## config.mk

```make
export PLATFORM = sky130hd
export DESIGN_NAME = mac_row
export DESIGN_NICKNAME = d
export VERILOG_FILES = /design/src/rtl/mac_row.sv
export SDC_FILE = /design/constraint.sdc
export NUM_CORES = 1
export LEC_CHECK = 0
export ABC_AREA = 1
export BUFFER_PORTS_ARGS = -buffer_cell sky130_fd_sc_hd__buf_2
export CAP_MARGIN = 20
export CORE_ASPECT_RATIO = 1.4
export CORE_MARGIN = 2
export CORE_UTILIZATION = 36
export CTS_CLUSTER_DIAMETER = 50
export DETAILED_ROUTE_END_ITERATION = 6
export PLACE_DENSITY = 0.62
export SETUP_SLACK_MARGIN = 0.2
export SYNTH_ARGS = -nofsm -noshare
export SYNTH_HDL_FRONTEND = slang
export SYNTH_SLANG_ARGS = --single-unit
```

## constraint.sdc

```tcl
create_clock -name clk -period 3.3 [get_ports clk]
set_input_delay 0.495 -clock clk [delete_from_list [all_inputs] [get_ports clk]]
set_output_delay 0.495 -clock clk [all_outputs]
set_load 0.02 [all_outputs]
```

## src/rtl/mac_row.sv

```systemverilog
// One row of a weight-stationary systolic MAC array: col tiles, two weight/psum lanes each.
// Execute tokens ripple east one tile per clock; north psums are summed in and registered south.
module mac_row #(
    parameter int unsigned bw      = 2,
    parameter int unsigned psum_bw = 9,
    parameter int unsigned col     = 4,
    parameter int unsigned inst_bw = 3
) (
    input  logic                       clk,
    input  logic                       reset,
    input  logic [bw-1:0]              in_w0,
    input  logic [bw-1:0]              in_w1,
    input  logic [psum_bw*2*col-1:0]   in_n,
    input  logic [inst_bw-1:0]         inst_w,
    output logic [psum_bw*2*col-1:0]   out_s,
    output logic [col-1:0]             valid
);

    localparam int unsigned XW    = 2 * bw;
    localparam int unsigned LANES = 2 * col;
    localparam int unsigned PD    = (col > 1) ? col - 1 : 1;

    typedef struct packed {
        logic          v;
        logic          mode;
        logic [XW-1:0] x;
    } tok_t;

    logic [XW-1:0]      w    [LANES];
    tok_t               pipe [PD];
    tok_t               cur  [col];
    logic [psum_bw-1:0] nxt  [LANES];
    logic [XW-1:0]      x_c;
    logic               load_c;
    logic               exec_c;

    assign x_c    = {in_w1, in_w0};
    assign load_c = inst_w[0];
    assign exec_c = inst_w[1] & ~inst_w[0];

    // Activation times weight, sign-extended and added to the north psum with wraparound.
    // zx selects the mode-1 path, where the activation is an unsigned (already zero-extended) value.
    function automatic logic [psum_bw-1:0] mac(
        input logic [psum_bw-1:0] n,
        input logic [XW-1:0]      a,
        input logic               zx,
        input logic [XW-1:0]      wt
    );
        int a_i;
        int p;
        a_i = zx ? int'(a) : int'($signed(a));
        p   = a_i * int'($signed(wt));
        return psum_bw'(int'($signed(n)) + p);
    endfunction

    // Token seen by each tile this cycle: tile 0 takes the west instruction directly.
    always_comb begin
        cur[0] = '{v: exec_c, mode: inst_w[2], x: x_c};
        for (int unsigned c = 1; c < col; c++) begin
            cur[c] = pipe[c-1];
        end
    end

    always_comb begin
        for (int unsigned c = 0; c < col; c++) begin
            logic [XW-1:0] a0;
            logic [XW-1:0] a1;
            a0 = cur[c].mode ? XW'(cur[c].x[bw-1:0])  : cur[c].x;
            a1 = cur[c].mode ? XW'(cur[c].x[XW-1:bw]) : cur[c].x;
            nxt[2*c]   = mac(in_n[2*c*psum_bw +: psum_bw],     a0, cur[c].mode, w[2*c]);
            nxt[2*c+1] = mac(in_n[(2*c+1)*psum_bw +: psum_bw], a1, cur[c].mode, w[2*c+1]);
        end
    end

    always_ff @(posedge clk) begin
        if (reset) begin
            for (int unsigned k = 0; k < LANES; k++) begin
                w[k] <= '0;
            end
            for (int unsigned c = 0; c < PD; c++) begin
                pipe[c] <= '0;
            end
            out_s <= '0;
            valid <= '0;
        end else begin
            // Weight shift chain: newest value enters lane 0.
            if (load_c) begin
                w[0] <= x_c;
                for (int unsigned k = 1; k < LANES; k++) begin
                    w[k] <= w[k-1];
                end
            end
            for (int unsigned c = 1; c < col; c++) begin
                pipe[c-1] <= cur[c-1];
            end
            for (int unsigned c = 0; c < col; c++) begin
                valid[c] <= cur[c].v;
                if (cur[c].v) begin
                    out_s[2*c*psum_bw +: psum_bw]     <= nxt[2*c];
                    out_s[(2*c+1)*psum_bw +: psum_bw] <= nxt[2*c+1];
                end
            end
        end
    end

endmodule

```

==> flow_summary_export.csv <==
group,metric,value,unit
place,place_congestion,0.845,
cells_and_area,drive_above_1_share,0.371,
power_and_ir_drop,finalPower,6.47,mW
global_route,antenna_found_initial,0,
cts,clk_path_buf_depth,2,
sta,relSlewSlack,0.407,
global_route,overflow,0,
worst_setup_path,start_kind,"register",
logic_synthesis,ys.flop_type,"dfxtp_1",
place,port-buffer-count,156,
cells_and_area,final_cells,2384,
logic_synthesis,syn-cell-area,12500,µm²
cells_and_area,area_growth,38.9,%
power_and_ir_drop,vdd_drop_max,0.304,mV
global_route,grt_pass1_wl,52800,µm
sta,grt_setup_unrepaired,"yes",
logic_synthesis,synthDistinctLibCells,34,
logic_synthesis,synth_nets,1922,
cts,cts.sinks,123,
floorplan,die_w,161,µm
logic_synthesis,synth_xor_xnor_area_share,0.0449,
outcome,violations,"negative setup slack",
worst_setup_path,regToRegSetupSlack,-70,ps
logic_synthesis,syn_inst,1560,
floorplan,start_util,0.366,
logic_synthesis,synth_edf_count,32,
cts,cts_buffers,17,
logic_synthesis,yosys.area_share.simple,0.170,
flow_run,drv_cap,0,
logic_synthesis,syn_avg_cell_area,8.00,µm²
worst_setup_path,arrival,3710,ps
place,placed_cells,2284,
drt,wl_per_cell,14.1,µm
cells_and_area,nNetsFinal,2282,
sta,fmax,296,MHz
power_and_ir_drop,p_leak,8.81,nW
worst_setup_path,cp_max_fo,2,
floorplan,io_pins,157,
logic_synthesis,synth_top_area_cell,"fa_1",
drt,via_count,10800,
cts,clock_latency,440,ps
cts,cts_tree,"yes",
outcome,outcome,"complete, but fails checks",
drt,vias_per_cell,4.53,
sta,hold_viol_final,0,
floorplan,die_area,36200,µm²
sta,setup_viol,17,
sta,slew_violations,0,
logic_synthesis,synth_area_leaders,"fa_1 (22%), dfxtp_1 (15%), ha_1 (15%)",
cts,h-tree-depth,4,
sta,finClkSkew,9.49,ps
floorplan,chipHeight,224,µm
cts,root_buffer,"clkbuf_16",
logic_synthesis,synth-seq-cells,123,
sta,period_share,1.02,
global_route,grtUsageTotal,0.185,
drt,ant_nets,0,
logic_synthesis,synth-compound-area-share,0.0604,
power_and_ir_drop,power_density,373,nW/µm²
worst_hold_path,hold_path.class,"input pin to register",
worst_setup_path,required,3640,ps
logic_synthesis,ys_async_sr_fraction,0,
place,place_ws,-353,ps
worst_setup_path,end_kind,"register",
global_route,grt_pass1_vias,11200,
sta,timing.setup.tns,-568,ps
logic_synthesis,ys_warn_count,0,
sta,tightest_slew,888,ps
drt,drtPass1Iterations,5,
worst_setup_path,path_class,"register to register",
global_route,grt_max_degree,63,
logic_synthesis,synth_top_family_by_area,"adder cells",
cells_and_area,antenna_cells,0,
logic_synthesis,synth-adder-area-share,0.364,
drt,route.detailed.drc,0,
floorplan,core_area,34100,µm²
sta,setup_ws,-73.8,ps
cts,path_clk_slew,60,ps
drt,first_iter_violations,379,
sta,finalCriticalPeriod,3370,ps
logic_synthesis,yosys-mux-area-fraction,0,
logic_synthesis,synth_top_area_frac,0.218,
logic_synthesis,seq_area_frac_synth,0.223,
floorplan,core.rowCount,80,
place,place_hpwl,25700,µm
drt,routed_wirelength,33500,µm
[power breakdown]
part	total (mW)	internal, mW	switching (mW)	leakage [nW]
clock	1.90	1.18	0.724	0.278
sequential	1.69	1.63	0.0580	1.10
combinational	2.88	1.36	1.52	7.42
[worst max-delay path: stages, from the launching register on]
cell     delay [ps]
dfxtp_2         320
buf_4           130
or2_4           230
fa_1            560
fa_1            440
fa_1            530
inv_2            50
fa_2            410
nand3_2          80
nand2_2          60
nand2_1          70
nand2_1          50
nand2_1          50
nand2_1          70
nand3_1          70
nand3_1          60
nand2_1          70
inv_1            30
[metal layers]
metal	global-route usage	share of wire	up-vias
met2	0.363	0.55	184
met3	0.0288	0.030	70
met1	0.196	0.38	5155
met4	0.0714	0.031	0
met5	0	0	-
li1	-	-	5402
[what timing repair did]
item | 4_1_cts | 5_1_grt
endpoints found under the hold margin | 0 | 0
resized for setup | 163 | 125
gates cloned | 1 | 0
endpoints found under the setup margin | 38 | 43
buffers inserted | 38 | 29
hold buffers | 0 | 0
pin swaps | 104 | 116
[cell usage in the layout (no fill, tap or decap), types with 29 or more instances in the layout]
master | Yosys | final
buf_2 | 8 | 155
o21ai_1 | 28 | 39
inv_2 | 17 | 91
nand2_1 | 154 | 129
edfxtp_1 | 32 | 32
ha_4 | 0 | 36
inv_1 | 404 | 319
nor2_1 | 266 | 214
nand2_2 | 12 | 33
fa_1 | 136 | 124
buf_4 | 4 | 173
xor2_1 | 33 | 29
dfxtp_1 | 91 | 83
ha_1 | 145 | 103
nor2_4 | 5 | 34
buf_6 | 1 | 40
[worst paths after layout]
kind	from	endpoint	cells past startpoint
max reg2reg	pipe[0][12]	out_s[62]	17
min reg2reg	out_s[29]	out_s[29]	2
max	pipe[0][12]	out_s[62]	17
min	in_n[36]	out_s[36]	4
[sequential cells by signal (all words and copies together), names as in the netlist]
name   count
out_s     72
pipe      15
valid      4
w         32
[area by class of cell]
type	instances	area, µm²
Clock buffer	22	444
Tap cell	451	564
Fill cell	3165	16800
Timing Repair Buffer	370	2560
Inverter	421	1620
Multi-Input combinational cell	987	9210
Sequential cell	123	2810
Clock inverter	10	125
[synthesized netlist by cell type (2+ instances only)]
master    count
dfxtp_1      91
clkbuf_1     17
inv_1       404
o31ai_1       3
a31o_2        2
inv_2        17
xor2_1       33
nor2_4        5
nand4_1      20
nor2_2        4
nand3_1      27
or2_2         3
a31oi_1      10
fa_1        136
a21o_1        7
nand2_4       4
buf_2         8
buf_4         4
nand2_2      12
ha_1        145
o21ai_0      47
nand2_1     154
o21ai_1      28
nor2_1      266
o21a_1        2
a21oi_1      33
xnor2_1      31
edfxtp_1     32
or2_1         7
a31o_1        4
[kinds of logic (layout without fill, tap and decap cells)]
group           count (synthesis)  count (layout)
fa+ha+maj                     281             281
flops                         123             123
simple gates                  504             505
xor+xnor                       64              64
buf+inv                       451             823
compound gates                137             137
[stage by stage]
stage          utilization  cell area [µm²]  hold WS, ps
2_1_floorplan            -            13000          431
3_3_place_gp         0.448            15300          465
3_5_place_dp         0.448            15300          470
4_1_cts              0.490            16700          391
5_1_grt              0.508            17300          428
6_report             0.508            17300          415
Note: power is estimated with default switching activity, not from simulation.
